[src/rtl/ahb_pkg.sv]
// Shared AHB-Lite encodings, slave FSM state type and the byte-lane decoder
// used by the AHB-Lite slave and its storage.
package ahb_pkg;

    localparam logic [1:0] HTRANS_IDLE   = 2'b00;
    localparam logic [1:0] HTRANS_BUSY   = 2'b01;
    localparam logic [1:0] HTRANS_NONSEQ = 2'b10;
    localparam logic [1:0] HTRANS_SEQ    = 2'b11;

    localparam logic [2:0] HSIZE_BYTE = 3'd0;
    localparam logic [2:0] HSIZE_HALF = 3'd1;
    localparam logic [2:0] HSIZE_WORD = 3'd2;

    localparam logic HRESP_OKAY  = 1'b0;
    localparam logic HRESP_ERROR = 1'b1;

    typedef enum logic [1:0] {
        ST_IDLE = 2'd0,
        ST_WAIT = 2'd1,
        ST_ERR1 = 2'd2,
        ST_ERR2 = 2'd3
    } ahb_state_t;

    // Little-endian lane enables; only called with sizes already checked legal.
    function automatic logic [3:0] byte_enables(input logic [2:0] size, input logic [1:0] lane);
        logic [3:0] be;
        be = 4'b0000;
        case (size)
            HSIZE_BYTE: be = 4'b0001 << lane;
            HSIZE_HALF: be = lane[1] ? 4'b1100 : 4'b0011;
            HSIZE_WORD: be = 4'b1111;
            default:    be = 4'b0000;
        endcase
        return be;
    endfunction

endpackage

[src/rtl/ahb_slave_mem.sv]
// Word-organised register file with per-byte write enables, a combinational
// read port and an asynchronous clear.
module ahb_slave_mem
    import ahb_pkg::*;
#(
    parameter int DEPTH      = 16,
    parameter int IDX_W      = 4,
    parameter int DATA_WIDTH = 32
) (
    input  logic                  clk,
    input  logic                  rst_n,
    input  logic                  we,
    input  logic [3:0]            be,
    input  logic [IDX_W-1:0]      addr,
    input  logic [DATA_WIDTH-1:0] wdata,
    output logic [DATA_WIDTH-1:0] rdata
);

    logic [DATA_WIDTH-1:0] mem [DEPTH];

    always_ff @(posedge clk or negedge rst_n) begin
        if (!rst_n) begin
            for (int i = 0; i < DEPTH; i++) begin
                mem[i] <= '0;
            end
        end else if (we) begin
            for (int b = 0; b < 4; b++) begin
                if (be[b]) begin
                    mem[addr][8*b +: 8] <= wdata[8*b +: 8];
                end
            end
        end
    end

    assign rdata = mem[addr];

endmodule

[src/rtl/ahb_lite_slave.sv]
// AHB-Lite memory slave with configurable data-phase wait states and a
// two-cycle ERROR response for illegal size, misalignment or out-of-range.
//
// state   | meaning
// --------+---------------------------------------------------------------
// IDLE    | address-phase slot; completion cycle when a transfer is pending
// WAIT    | data-phase wait cycles, HREADYOUT low
// ERR1    | first error cycle, HREADYOUT low, HRESP high
// ERR2    | second error cycle, HREADYOUT high, HRESP high
module ahb_lite_slave
    import ahb_pkg::*;
#(
    parameter int ADDR_WIDTH  = 32,
    parameter int DATA_WIDTH  = 32,
    parameter int MEM_DEPTH   = 16,
    parameter int WAIT_STATES = 1
) (
    input  logic                  HCLK,
    input  logic                  HRESETn,
    input  logic                  HSEL,
    input  logic [ADDR_WIDTH-1:0] HADDR,
    input  logic [1:0]            HTRANS,
    input  logic                  HWRITE,
    input  logic [2:0]            HSIZE,
    input  logic [DATA_WIDTH-1:0] HWDATA,
    input  logic                  HREADY,
    output logic [DATA_WIDTH-1:0] HRDATA,
    output logic                  HREADYOUT,
    output logic                  HRESP
);

    localparam int IDX_W = (MEM_DEPTH > 1) ? $clog2(MEM_DEPTH) : 1;
    localparam logic [2:0] WS_M1 = (WAIT_STATES > 0) ? 3'(WAIT_STATES - 1) : 3'd0;

    ahb_state_t state_q, state_d;
    logic [2:0] wait_cnt_q, wait_cnt_d;
    logic       pend_q, pend_d;

    logic                  write_q;
    logic [3:0]            be_q;
    logic [IDX_W-1:0]      idx_q;
    logic [DATA_WIDTH-1:0] hrdata_q;
    logic [DATA_WIDTH-1:0] mem_rdata;

    logic                  trans_active;
    logic                  size_err, align_err, range_err, xfer_err;
    logic                  ready_out, accept, complete, mem_we;
    logic [ADDR_WIDTH-3:0] word_idx;

    always_comb begin
        trans_active = 1'b0;
        case (HTRANS)
            HTRANS_NONSEQ, HTRANS_SEQ: trans_active = 1'b1;
            HTRANS_IDLE, HTRANS_BUSY:  trans_active = 1'b0;
        endcase
    end

    assign word_idx  = HADDR[ADDR_WIDTH-1:2];
    assign size_err  = HSIZE > HSIZE_WORD;
    assign align_err = ((HSIZE == HSIZE_HALF) && HADDR[0]) ||
                       ((HSIZE == HSIZE_WORD) && (HADDR[1:0] != 2'b00));
    assign range_err = word_idx >= (ADDR_WIDTH-2)'(MEM_DEPTH);
    assign xfer_err  = size_err || align_err || range_err;

    assign ready_out = (state_q == ST_IDLE) || (state_q == ST_ERR2);
    // Gating on our own ready keeps the FSM safe even if HREADY is mis-wired.
    assign accept    = HSEL && HREADY && trans_active && ready_out;
    assign complete  = (state_q == ST_IDLE) && pend_q;
    assign mem_we    = complete && write_q;

    always_ff @(posedge HCLK or negedge HRESETn) begin
        if (!HRESETn) begin
            state_q    <= ST_IDLE;
            wait_cnt_q <= 3'd0;
            pend_q     <= 1'b0;
        end else begin
            state_q    <= state_d;
            wait_cnt_q <= wait_cnt_d;
            pend_q     <= pend_d;
        end
    end

    always_comb begin
        state_d    = state_q;
        wait_cnt_d = wait_cnt_q;
        pend_d     = pend_q;
        case (state_q)
            ST_WAIT: begin
                if (wait_cnt_q == 3'd0) begin
                    state_d = ST_IDLE;
                end else begin
                    wait_cnt_d = wait_cnt_q - 3'd1;
                end
            end
            ST_ERR1: state_d = ST_ERR2;
            default: begin
                state_d = ST_IDLE;
                pend_d  = 1'b0;
                if (accept) begin
                    if (xfer_err) begin
                        state_d = ST_ERR1;
                    end else begin
                        pend_d = 1'b1;
                        if (WAIT_STATES > 0) begin
                            state_d    = ST_WAIT;
                            wait_cnt_d = WS_M1;
                        end
                    end
                end
            end
        endcase
    end

    always_ff @(posedge HCLK or negedge HRESETn) begin
        if (!HRESETn) begin
            write_q  <= 1'b0;
            be_q     <= 4'b0000;
            idx_q    <= '0;
            hrdata_q <= '0;
        end else begin
            if (accept) begin
                write_q <= HWRITE;
                be_q    <= byte_enables(HSIZE, HADDR[1:0]);
                idx_q   <= HADDR[IDX_W+1:2];
            end
            if (complete && !write_q) begin
                hrdata_q <= mem_rdata;
            end
        end
    end

    // Writes land at the end of their completion cycle, before any following
    // read can reach its own completion, so the async read port needs no bypass.
    ahb_slave_mem #(
        .DEPTH      (MEM_DEPTH),
        .IDX_W      (IDX_W),
        .DATA_WIDTH (DATA_WIDTH)
    ) u_mem (
        .clk   (HCLK),
        .rst_n (HRESETn),
        .we    (mem_we),
        .be    (be_q),
        .addr  (idx_q),
        .wdata (HWDATA),
        .rdata (mem_rdata)
    );

    assign HRDATA    = (complete && !write_q) ? mem_rdata : hrdata_q;
    assign HREADYOUT = ready_out;
    assign HRESP     = ((state_q == ST_ERR1) || (state_q == ST_ERR2)) ? HRESP_ERROR : HRESP_OKAY;

endmodule
[config.mk]
export PLATFORM = sky130hd
export DESIGN_NAME = ahb_lite_slave
export DESIGN_NICKNAME = d
export VERILOG_FILES = /design/src/rtl/ahb_pkg.sv /design/src/rtl/ahb_slave_mem.sv /design/src/rtl/ahb_lite_slave.sv
export SDC_FILE = /design/constraint.sdc
export NUM_CORES = 1
export LEC_CHECK = 0
export ABC_AREA = 1
export CAP_MARGIN = 40
export CORE_MARGIN = 1
export CORE_UTILIZATION = 40
export DETAILED_ROUTE_END_ITERATION = 10
export DONT_BUFFER_PORTS = 1
export PLACE_DENSITY_LB_ADDON = 0.05
export SYNTH_ARGS = -nofsm -noshare
export SYNTH_HDL_FRONTEND = slang
export SYNTH_SLANG_ARGS = --single-unit
[constraint.sdc]
create_clock -name HCLK -period 1.8 [get_ports HCLK]
set_input_delay 0.09 -clock HCLK [delete_from_list [all_inputs] [get_ports HCLK]]
set_output_delay 0.09 -clock HCLK [all_outputs]
set_load 0.02 [all_outputs]
**Yosys cells after proc, flatten, opt, wreduce, memory -nomap -nowiden**

Index checks and enable logic that the tools add are counted.

- RAM bits: 0
- Output and inout bits: 34
- Latch bits: 0
- ROM bits: 0
- Input bits: 74
- Bits in registers: 559
- Memories kept: 0

- Order comparisons: 4
- Bitwise operators: 2
- Reductions and logical operators: 25
- Shifts and indexed selects: 1
- Div/mod/pow operators: 0
- Multiplexer cells: 37
- $mul: 0
- Equal/unequal tests: 11
- Add/sub/neg operators: 1

Operators with widths:

| operator | count |
|---|---|
| $mux W512 | 7 |
| $bwmux W512 | 4 |
| $demux W32 S4 | 4 |
| $bmux W32 S4 | 1 |
| $mux W32 | 4 |
| $ge A30 B5 Y1 const B | 1 |
| $mux W24 | 1 |
| $mux W16 | 1 |
| $pmux W4 S3 | 1 |
| $logic_and A1 B1 Y1 | 9 |
| $mux W3 | 3 |
| $eq A2 B2 Y1 const B | 4 |
| $mux W8 | 1 |
| $logic_not A3 Y1 | 2 |
| $mux W2 | 3 |
| $pmux W3 S2 | 1 |
| $reduce_or A2 Y1 | 3 |
| $ge A5 B5 Y1 const B | 1 |
| $logic_or A1 B1 Y1 | 5 |
| $lt A5 B1 Y1 const B | 1 |
| $not A4 Y5 | 1 |
| $eq A2 B1 Y1 const B | 2 |
| $logic_not A2 Y1 | 2 |
| $mux W4 | 1 |
| other kinds (14) | 18 |

**Depth between registers and ports, before layout**

- Depth after elaboration: 16
- Gate-level depth with buffers: 10
- Mapped depth without buffers: 10

**Hierarchy**

A second synthesis with hierarchy kept.

- Cell total of the unflattened synthesis: 3513
- Area, all modules: 26206.4 µm²

Modules (own cells, without submodules):

| module | cells each | sequential area each (µm²) | area each (µm²) | instances |
|---|---|---|---|---|
| ahb_slave_mem | 3309 | 12812.3 | 24074.3 | 1 |
| ahb_lite_slave | 204 | 1176.1 | 2132.0 | 1 |

**Least setup slack after synthesis**

No wires, ideal clock.

- Kind: register -> register
- From: reg state_q[0]
- To: reg hrdata_q[10]
- Buffers on the path: 1
- Setup slack: -0.107 ns
- Period minus slack after synthesis: 1.907 ns
- Arrival time: 1.757 ns
- Required time: 1.651 ns
- Cell stages (with the launch flop): 8
- Cells stage by stage: dfrtp_1 -> inv_1 -> ha_1 -> nand2_1 -> nor2_1 -> clkbuf_1 -> nor2_1 -> nor2_1

- Cells in the longest elaborated chain, start to end: 4

Ends and longest elaborated chain:

| what | RTL line | RTL |
|---|---|---|
| start: declaration | ahb_lite_slave.sv:35 | `ahb_state_t state_q, state_d;` |
| start signal: assignment | ahb_lite_slave.sv:77 | `state_q <= state_d;` |
| $logic_not A2 Y1 | ahb_lite_slave.sv:68 | `assign complete = (state_q == ST_IDLE) && pend_q;` |
| $logic_and A1 B1 Y1 | ahb_lite_slave.sv:68 |  |
| $logic_and A1 B1 Y1 | - |  |
| $mux W32 | - |  |
| via HRDATA[10] | ahb_lite_slave.sv:27 | `output logic [DATA_WIDTH-1:0] HRDATA,` |
| end signal: assignment | ahb_lite_slave.sv:127 | `hrdata_q <= mem_rdata;` |
| end: declaration | ahb_lite_slave.sv:42 | `logic [DATA_WIDTH-1:0] hrdata_q;` |

The timed path passes the listed nets, and every way through them passes these cells.
A chain may end at the register's enable or synchronous reset.

**Final worst setup path**

- From: reg idx_q[0]
- To: out HRDATA[16]

- Cells in the longest elaborated chain, start to end: 5

Ends and longest elaborated chain:

| what | RTL line | RTL |
|---|---|---|
| start: declaration | ahb_lite_slave.sv:41 | `logic [IDX_W-1:0] idx_q;` |
| start signal: assignment | ahb_lite_slave.sv:124 | `idx_q <= HADDR[IDX_W+1:2];` |
| $not A4 Y5 (implied by the code) | ahb_slave_mem.sv:35 | `assign rdata = mem[addr];` |
| $bmux W32 S4 | ahb_slave_mem.sv:35 |  |
| $mux W32 (implied by the code) (2 in series) | ahb_slave_mem.sv:35 |  |
| $mux W32 | - |  |
| end: declaration | ahb_lite_slave.sv:27 |  |

Every way passes these cells. The select of a mux whose other input is x is not followed.

==> results.sh <==
export IMPL_min_period_over_period_pct=139
export IMPL_slew_headroom_pct=-44.9
export IMPL_hold_path_class="in -> async"
export IMPL_status="finished with violations"
export IMPL_holdWs_ns=-0.823
export IMPL_num_io_pins=108
export IMPL_drt_pass1_iter_count=6
export IMPL_cts_sinks=559
export IMPL_peakVddDrop_mv=0.813
export IMPL_crit_chain="buf_6, nor2_4, buf_12, buf_12, a22oi_1, nand2_1, nand2_1, nand3_2, nor2_2, nor2_2, buf_6"
export IMPL_insertion_delay_ns=0.63
export IMPL_yosysSeqAreaShare_pct=57.8
export IMPL_fp_dieArea_sq_um=61500
export IMPL_hold_viol=559
export IMPL_switching_share_pct=34.3
export IMPL_pre_cts_slack_ns=-0.224
export IMPL_p_int_mw=27.5
export IMPL_route_detailed_drc=0
export IMPL_rsz0062_at_grt="yes"
export IMPL_multi_input_area_sq_um=10600
export IMPL_netlist_instances=2753
export IMPL_cts_tree="built"
export IMPL_numCtsBuffers=61
export IMPL_grt_pass1_wl_microns=122000
export IMPL_antenna_left=0
export IMPL_fillers=5357
export IMPL_final_setup_tns_ns=-44.69
export IMPL_p_sw_mw=14.4
export IMPL_vias=20473
export IMPL_cp_slowest_cell="dfrtp_2"
export IMPL_rows=89
export IMPL_yosysWarningCount=0
export IMPL_worstSetupPathType="reg -> out"
export IMPL_clock_power_share_pct=30.9
export IMPL_final_layout_size_suffix_gt1_share_pct=24.9
export IMPL_clockRootBuffer="clkbuf_16"
export IMPL_fp_dieW_microns=248
export IMPL_grtUsageTotal_pct=26.0
export IMPL_dp_hpwl_microns=43800
export IMPL_cellPowerDensity_nw_per_um2=1300
export IMPL_startpoint_type="flop"
export IMPL_chipHeight_microns=248
export IMPL_grt_pass1_vias=20667
export IMPL_maxSlewViolCount=330
export IMPL_drt_vias_per_instance=5.40
export IMPL_reg2reg_from="idx_q[0]$_DFFE_PN0P_"
export IMPL_diodes=0
export IMPL_floorplan_initialDensity_pct=40.8
export IMPL_crit_start="idx_q[0]$_DFFE_PN0P_"
export IMPL_fin_crit_ns=2.50
export IMPL_drt_initial_drc_count=1736
export IMPL_regArea_sq_um=14000
export IMPL_clkTransAtPathRegs_ns=0.06
export IMPL_r2r_cells=13
export IMPL_power_frac_comb_pct=38.3
export IMPL_io_buffers=0
export IMPL_stdcell_area_sq_um=32300
export IMPL_grt_overflow=0
export IMPL_fin_nets=3050
export IMPL_gp_congestion=0.788
export IMPL_grt_max_degree=560
export IMPL_cts_htree_levels=2
export IMPL_syn_avg_cell_area_sq_um=8.79
export IMPL_syn2layout_area_growth_pct=33.3
export IMPL_synth_seq_cells=559
export IMPL_arrival_ns=2.41
export IMPL_slowest_delay_ns=0.45
export IMPL_synth_area_sq_um=24200
export IMPL_setup_viol=302
export IMPL_antenna_found_initial=1
export IMPL_synth_fp_nets=2833
export IMPL_synth_cell_types=27
export IMPL_clock_skew_ns=0.0103
export IMPL_routed_wl_microns=78300
export IMPL_utilization_pct=54.4
export IMPL_drv_cap=0
export IMPL_power_leakage_nw=15.1
export IMPL_seqPwrFrac_pct=30.7
export IMPL_clockBufferDepth=3
export IMPL_max_freq_mhz=400
export IMPL_ctsHoldBuffers=65
export IMPL_required_ns=1.71
export IMPL_cp_end_kind="primary output"
export IMPL_dpl_cell_area_sq_um=26700
export IMPL_fin_ws_ns=-0.702
export IMPL_violations="hold timing, slew limit, setup timing"
export IMPL_tightest_slew_ns=2.17
export IMPL_post_drt_wl_per_cell_microns=20.7
export IMPL_coreArea_sq_um=59400
export IMPL_crit_fanout=15
[through the flow]
| stage | power, mW | cells |
|---|---|---|
| 6_report | 41.9 | 3793 |
| 5_1_grt | 44.0 | 3793 |
| 4_1_cts | 41.3 | 3786 |
| 3_5_place_dp | 25.9 | 3546 |
| 3_3_place_gp | 25.9 | 3546 |
| 2_1_floorplan | 20.4 | 2753 |
[power groups by stage]
stage	sequential, mW	clock (mW)	combinational, mW
2_1_floorplan	13.1	0	7.34
3_3_place_gp	13.1	0	12.8
3_5_place_dp	13.1	0	12.8
4_1_cts	12.9	13.3	15.2
5_1_grt	12.9	13.8	17.3
6_report	12.9	13.0	16.1
[cell type report]
class                      count  share of cell area, %
multi-input combinational   1960                   32.9
clock inverter                15                  0.709
timing repair buffer         325                   13.5
inverter                      63                  0.775
tap                          773                   3.00
sequential                   559                   43.3
clock buffer                  98                   5.76
[routing by layer]
metal | GRT usage [%] | routed length, microns | share of wire [%] | up-vias
met4 | 7.87 | 1940 | 2.5 | 0
met2 | 41.8 | 36600 | 47 | 541
met3 | 3.84 | 4030 | 5.1 | 119
li1 | - | - | - | 9656
met1 | 36.3 | 35800 | 46 | 10157
met5 | 0 | 0 | 0 | -
[sequential cells by signal, indices dropped and copies added, names as in the netlist]
signal and count:
u_mem.mem 512, hrdata_q 32, be_q 4, idx_q 4, wait_cnt_q 3, state_q 2, pend_q 1, write_q 1
[layout by cell type (no fill, tap or decap), drive strengths merged]
cell type / netlist / routed
nand2: 1003 / 1007
dfrtp: 559 / 559
o21ai: 525 / 525
buf: 103 / 256
a22oi: 193 / 193
nor2: 147 / 147
clkbuf: 72 / 102
dlygate4sd3: 0 / 65
inv: 63 / 63
nand4: 35 / 35
nand3: 35 / 35
clkinv: 0 / 8
bufinv: 0 / 6
ha: 6 / 6
nor3: 3 / 3
a21oi: 3 / 3
or2: 3 / 3
clkinvlp: 0 / 1
and2: 1 / 1
xnor2: 1 / 1
or4: 1 / 1
[Yosys cell counts]
| library cell | number | area share [%] |
|---|---|---|
| nand2_4 | 2 | 0.093 |
| inv_1 | 58 | 0.90 |
| nand2_2 | 37 | 0.96 |
| nor2_1 | 125 | 1.9 |
| xnor2_1 | 1 | 0.036 |
| inv_2 | 5 | 0.078 |
| nand4_1 | 35 | 0.90 |
| or2_2 | 3 | 0.078 |
| nand2_1 | 964 | 15 |
| a21oi_1 | 3 | 0.062 |
| nand3_4 | 1 | 0.072 |
| nor3_1 | 3 | 0.062 |
| clkbuf_1 | 72 | 1.1 |
| a22oi_1 | 193 | 6.0 |
| nor2_2 | 6 | 0.16 |
| o21ai_0 | 424 | 8.8 |
| dfrtp_1 | 559 | 58 |
| nand3_1 | 34 | 0.70 |
| buf_1 | 5 | 0.078 |
| or4_1 | 1 | 0.031 |
| buf_4 | 3 | 0.093 |
| ha_1 | 6 | 0.31 |
| o21ai_1 | 101 | 2.1 |
| buf_6 | 1 | 0.047 |
| nor2_4 | 16 | 0.74 |
| buf_2 | 94 | 1.9 |
| and2_0 | 1 | 0.026 |
[final timing paths]
| path | slack (ns) | to |
|---|---|---|
| setup / recovery | -0.70 | HRDATA[16] |
| hold / removal | -0.82 | u_mem.mem[286]$_DFFE_PN0P_ |
| setup reg to reg | -0.27 | u_mem.mem[190]$_DFFE_PN0P_ |
| hold reg to reg | 0.48 | u_mem.mem[78]$_DFFE_PN0P_ |
| max in group asynchronous | 0.91 | u_mem.mem[276]$_DFFE_PN0P_ |
| min in group HCLK | 0.03 | pend_q$_DFFE_PN0N_ |
[critical path, delay by kind of cell (launching register included)]
kind	cells	cell delay [ns]
flops	1	0.45
buf+inv	4	0.62
simple gates	6	0.61
compound gates	1	0.08
[kinds of logic after synthesis]
group | count (synthesis) | synth area share [%]
buffers and inverters | 238 | 4.25
adder cells (fa/ha/maj) | 6 | 0.310
flip-flops | 559 | 57.8
AND/OR/NAND/NOR | 1228 | 20.7
AO/OA/AOI/OAI | 721 | 16.9
XOR/XNOR | 1 | 0.0362
[timing repair]
item                                    CTS  global route
gates resized for setup                 529           129
setup endpoints to repair               261           546
cloned                                   32             4
pin swaps                                40            35
endpoints found under the hold margin  1055           559
buffers inserted                         31             8
(Power assumes the default switching activity.)
